$ cat config.mk
export PLATFORM = sky130hd
export DESIGN_NAME = mem_port_arbiter
export DESIGN_NICKNAME = d
export VERILOG_FILES = /design/src/rtl/mem_arb_pkg.sv /design/src/rtl/mem_arb_pick.sv /design/src/rtl/mem_port_arbiter.sv
export SDC_FILE = /design/constraint.sdc
export NUM_CORES = 1
export LEC_CHECK = 0
export BUFFER_PORTS_ARGS = -buffer_cell sky130_fd_sc_hd__buf_2
export CAP_MARGIN = 10
export CORE_AREA = 2 2 181 183
export CTS_CLUSTER_SIZE = 30
export DETAILED_ROUTE_END_ITERATION = 6
export DIE_AREA = 0 0 183 185
export HOLD_SLACK_MARGIN = 0.12
export SKIP_CTS_REPAIR_TIMING = 1
export SLEW_MARGIN = 20
export SYNTH_ARGS = -nofsm -noshare
export SYNTH_HDL_FRONTEND = slang
export SYNTH_HIERARCHICAL = 1
export SYNTH_SLANG_ARGS = --single-unit
$ cat constraint.sdc
create_clock -name clk -period 1.6 [get_ports clk]
set_input_delay 0.4 -clock clk [delete_from_list [all_inputs] [get_ports clk]]
set_output_delay 0.4 -clock clk [all_outputs]
set_load 0.02 [all_outputs]
$ cat src/rtl/mem_arb_pkg.sv
// Shared types for the memory port arbiter: FSM states, port owner
// encoding and the latency counter width.
package mem_arb_pkg;

    typedef enum logic [1:0] {
        IDLE   = 2'd0,
        ACCESS = 2'd1,
        RESP   = 2'd2
    } arb_state_t;

    typedef enum logic {
        OWN_IF = 1'b0,
        OWN_D  = 1'b1
    } arb_owner_t;

    // Holds MEM_LAT, which ranges from 1 to 15.
    localparam int CNT_W = 4;

endpackage

$ cat src/rtl/mem_arb_pick.sv
// Combinational winner selection between the fetch and data requesters.
// Optional feature macro: MEM_ARB_RR_EN. When defined, a tie goes to the
// requester that did not win the previous contested grant. When undefined,
// data always wins a tie and lastOwner is ignored.
module mem_arb_pick
    import mem_arb_pkg::*;
(
    input  logic       ifReq,
    input  logic       dReq,
    input  arb_owner_t lastOwner,
    output arb_owner_t winner,
    output logic       contested
);

`ifndef MEM_ARB_RR_EN
    // Fixed priority has no use for the history bit.
    logic unusedLastOwner;
    assign unusedLastOwner = (lastOwner == OWN_D);
`endif

    // Pick the winner; a lone requester always wins, ties follow the policy.
    always_comb begin
        winner    = OWN_IF;
        contested = ifReq && dReq;
        if (contested) begin
`ifdef MEM_ARB_RR_EN
            winner = (lastOwner == OWN_IF) ? OWN_D : OWN_IF;
`else
            winner = OWN_D;
`endif
        end else if (dReq) begin
            winner = OWN_D;
        end
    end

endmodule

$ cat src/rtl/mem_port_arbiter.sv
// Shares one synchronous memory port between instruction fetch and
// load/store. Each granted transaction holds the port for MEM_LAT ACCESS
// cycles, captures read data on the last of them, then pulses the owner's
// done for one RESP cycle.
// Optional feature macro: MEM_ARB_RR_EN (round-robin tie breaking, see
// mem_arb_pick).
//
// Handshake: a requester raises req and holds it until its done pulse; it
// drops req in the done cycle. Requests are sampled only in IDLE, so any
// change on req/addr/wdata during ACCESS or RESP has no effect.
module mem_port_arbiter
    import mem_arb_pkg::*;
#(
    parameter int ADDR_W  = 64,
    parameter int DATA_W  = 64,
    parameter int MEM_LAT = 1
) (
    input  logic              clk,
    input  logic              reset,
    input  logic              if_req,
    input  logic [ADDR_W-1:0] if_addr,
    input  logic              d_req,
    input  logic              d_wr,
    input  logic [ADDR_W-1:0] d_addr,
    input  logic [DATA_W-1:0] d_wdata,
    output logic              if_gnt,
    output logic              d_gnt,
    output logic              if_done,
    output logic              d_done,
    output logic [DATA_W-1:0] rdata,
    output logic [ADDR_W-1:0] mem_addr,
    output logic              mem_wr,
    output logic [DATA_W-1:0] mem_wdata,
    input  logic [DATA_W-1:0] mem_rdata,
    output logic              busy,
    output arb_state_t        dbgState
);

    localparam logic [CNT_W-1:0] LAT_CNT = CNT_W'(MEM_LAT);
    localparam logic [CNT_W-1:0] ONE_CNT = CNT_W'(1);

    arb_state_t        state;
    arb_state_t        stateNext;
    arb_owner_t        owner;
    arb_owner_t        lastOwner;
    arb_owner_t        winner;
    logic              contested;
    logic              anyReq;
    logic [CNT_W-1:0]  cnt;
    logic [ADDR_W-1:0] addrQ;
    logic [DATA_W-1:0] wdataQ;
    logic [DATA_W-1:0] rdataQ;
    logic              memWrQ;

    assign anyReq = if_req || d_req;

    mem_arb_pick uPick (
        .ifReq     (if_req),
        .dReq      (d_req),
        .lastOwner (lastOwner),
        .winner    (winner),
        .contested (contested)
    );

    // State register.
    always_ff @(posedge clk) begin
        if (reset) begin
            state <= IDLE;
        end else begin
            state <= stateNext;
        end
    end

    // Next-state logic and outputs decoded from state and owner.
    always_comb begin
        stateNext = state;
        if_gnt    = 1'b0;
        d_gnt     = 1'b0;
        if_done   = 1'b0;
        d_done    = 1'b0;
        busy      = (state != IDLE);
        case (state)
            IDLE: begin
                if (anyReq) begin
                    stateNext = ACCESS;
                end
            end
            ACCESS: begin
                if_gnt = (owner == OWN_IF);
                d_gnt  = (owner == OWN_D);
                if (cnt == ONE_CNT) begin
                    stateNext = RESP;
                end
            end
            RESP: begin
                if_gnt    = (owner == OWN_IF);
                d_gnt     = (owner == OWN_D);
                if_done   = (owner == OWN_IF);
                d_done    = (owner == OWN_D);
                stateNext = IDLE;
            end
            default: begin
                stateNext = IDLE;
            end
        endcase
    end

    // Latch the winning request in IDLE, count latency and capture read data.
    // memWrQ is set only on the grant edge, so the write strobe covers the
    // first ACCESS cycle alone.
    always_ff @(posedge clk) begin
        if (reset) begin
            owner     <= OWN_IF;
            lastOwner <= OWN_IF;
            cnt       <= '0;
            addrQ     <= '0;
            wdataQ    <= '0;
            rdataQ    <= '0;
            memWrQ    <= 1'b0;
        end else begin
            memWrQ <= 1'b0;
            case (state)
                IDLE: begin
                    if (anyReq) begin
                        owner <= winner;
                        cnt   <= LAT_CNT;
                        if (contested) begin
                            lastOwner <= winner;
                        end
                        if (winner == OWN_D) begin
                            addrQ  <= d_addr;
                            wdataQ <= d_wdata;
                            memWrQ <= d_wr;
                        end else begin
                            addrQ  <= if_addr;
                            memWrQ <= 1'b0;
                        end
                    end
                end
                ACCESS: begin
                    cnt <= cnt - ONE_CNT;
                    if (cnt == ONE_CNT) begin
                        rdataQ <= mem_rdata;
                    end
                end
                default: begin
                end
            endcase
        end
    end

    assign mem_addr  = addrQ;
    assign mem_wdata = wdataQ;
    assign mem_wr    = memWrQ;
    assign rdata     = rdataQ;
    assign dbgState  = state;

endmodule

==> impl_metrics.env <==
export IMPL_irDropWorstVdd_mv=0.807
export IMPL_dp_hpwl_um=18000
export IMPL_synthCells=896
export IMPL_area_delta_synth_final_pct=55.7
export IMPL_yosysWarningCount=6
export IMPL_crit_path_top_delay_cell="dfxtp_4"
export IMPL_finalClockSkew_ns=0.0143
export IMPL_synth_net_count=1162
export IMPL_min_delay_path_class="input port to flip-flop"
export IMPL_tightest_slew_ns=0.328
export IMPL_cp_startpoint="dbgState[0]"
export IMPL_syn_area_um2=7650
export IMPL_critPathBufInv=2
export IMPL_grt_pass1_wl_um=35500
export IMPL_port_buffers=460
export IMPL_die_w_um=183
export IMPL_grt_pass1_vias=6950
export IMPL_root_buffer="clkbuf_16"
export IMPL_num_antenna_cells=0
export IMPL_drv_cap=0
export IMPL_final_area_um2=11900
export IMPL_gr_usage_all_layers_pct=13.3
export IMPL_cts_inserted_buffers=17
export IMPL_clockBufferDepth=2
export IMPL_io_pins=461
export IMPL_num_vias=7790
export IMPL_place_area_um2=10700
export IMPL_firstDrtPassIters=4
export IMPL_routed_via_density=4.36
export IMPL_antenna_found_initial=0
export IMPL_route_detailed_drc=0
export IMPL_htreeDepth=4
export IMPL_slew_headroom_pct=78.1
export IMPL_r2r_start="dbgState[1]"
export IMPL_power_density_nw_per_um2=1430
export IMPL_critPathMaxStageDelay_ns=0.37
export IMPL_crit_path_start_kind="flip-flop"
export IMPL_hold_viol=0
export IMPL_hold_start="d_wdata[42]"
export IMPL_worstPathMaxFanout=3
export IMPL_crit_path_end_kind="primary output"
export IMPL_drt_total_wl_um=26500
export IMPL_min_period_ns=1.78
export IMPL_rsz0062_at_grt="true"
export IMPL_layout_common_cells="452 x buf_2, 245 x nand2_1, 198 x dfxtp_1"
export IMPL_drtIter0Drc=222
export IMPL_path_cells="inv_4 -> ha_4 -> nor2b_4 -> buf_6"
export IMPL_grt_max_degree=65
export IMPL_tritoncts="done"
export IMPL_criticalPathCategory="flip-flop to primary output"
export IMPL_initial_core_util_pct=23.9
export IMPL_wl_per_cell_um=14.8
export IMPL_cts_clk_slew_worst_paths_ns=0.08
export IMPL_fin_nets=1630
export IMPL_multi_input_area_um2=3610
export IMPL_max_freq_mhz=563
export IMPL_p_leak_nw=5.59
export IMPL_clock_sinks=200
export IMPL_period_share_pct=111
export IMPL_core_um2=32000
export IMPL_violations="setup timing"
export IMPL_regArea_um2=4010
export IMPL_finalSetupViolCount=36
export IMPL_die_y_um=185
export IMPL_pre_cts_ws_ns=-0.0121
export IMPL_layout_drive_gt1_share_pct=46.3
export IMPL_globalplace_congestion=0.806
export IMPL_crit_family="flip-flops"
export IMPL_grt_overflow=0
export IMPL_fill_cells=3302
export IMPL_whs_ns=0.183
export IMPL_clk_latency_ns=0.44
export IMPL_final_max_slew_viol_count=0
export IMPL_r2r_setup_slack_ns=-0.08
export IMPL_worstPathArrival_ns=1.38
export IMPL_core_rowCount=66
export IMPL_setup_slack_ns=-0.177
export IMPL_ant_nets=0
export IMPL_utilization_pct=37.2
export IMPL_worstPathRequired_ns=1.20
export IMPL_layout_commonest_cell="buf_2"
export IMPL_syn_avg_cell_area_um2=8.54
export IMPL_status="finished with violations"
export IMPL_dieArea_um2=33900
sequential cells by signal, indices dropped and copies added, names as in the netlist:
name / count
mem_addr: 64
mem_wdata: 64
rdata: 64
cnt: 4
dbgState: 2
mem_wr: 1
owner: 1
metrics by stage:
| step | std cells | setup TNS (ns) | total power, mW |
|---|---|---|---|
| finish | 1785 | -1.84 | 17.0 |
| detailed placement | 1730 | -0.0380 | 12.0 |
| global route | 1785 | -8.15 | 18.0 |
| floorplan | 896 | -0.102 | 9.79 |
| global placement | 1730 | 0 | 11.9 |
| CTS | 1762 | -1.92 | 16.2 |
routing by layer:
| metal | part of all wire, % | track usage [%] |
|---|---|---|
| met1 | 41 | 15.4 |
| met2 | 50 | 22.8 |
| met3 | 6.8 | 4.88 |
| met4 | 1.7 | 4.45 |
| met5 | 0 | 0 |
path summary, 6_finish.rpt:
kind,end,depth (start not counted)
min reg2reg,mem_wdata[36],2
max reg2reg,rdata[23],9
min,mem_wdata[42],3
max,if_gnt,4
tightest hold or removal path, delay by kind of cell:
family | cells | cell delay [ns]
buf+inv | 1 | 0.09
compound gates | 1 | 0.05
simple gates | 1 | 0.04
power by group:
group          switching [mW]  internal, mW  total [mW]
Clock                    2.13          2.06        4.19
Combinational            3.81          2.73        6.54
Sequential              0.456          5.87        6.32
area by class of cell:
class / instances / share of cell area (%)
multi-input cells: 614 / 30.3
flip-flops and latches: 200 / 33.7
repair buffers: 523 / 26.7
clock buffers: 17 / 3.57
well taps: 408 / 4.29
inverters: 8 / 0.315
clock inverters: 15 / 1.14
No activity file was read; power rests on OpenSTA's default activity.
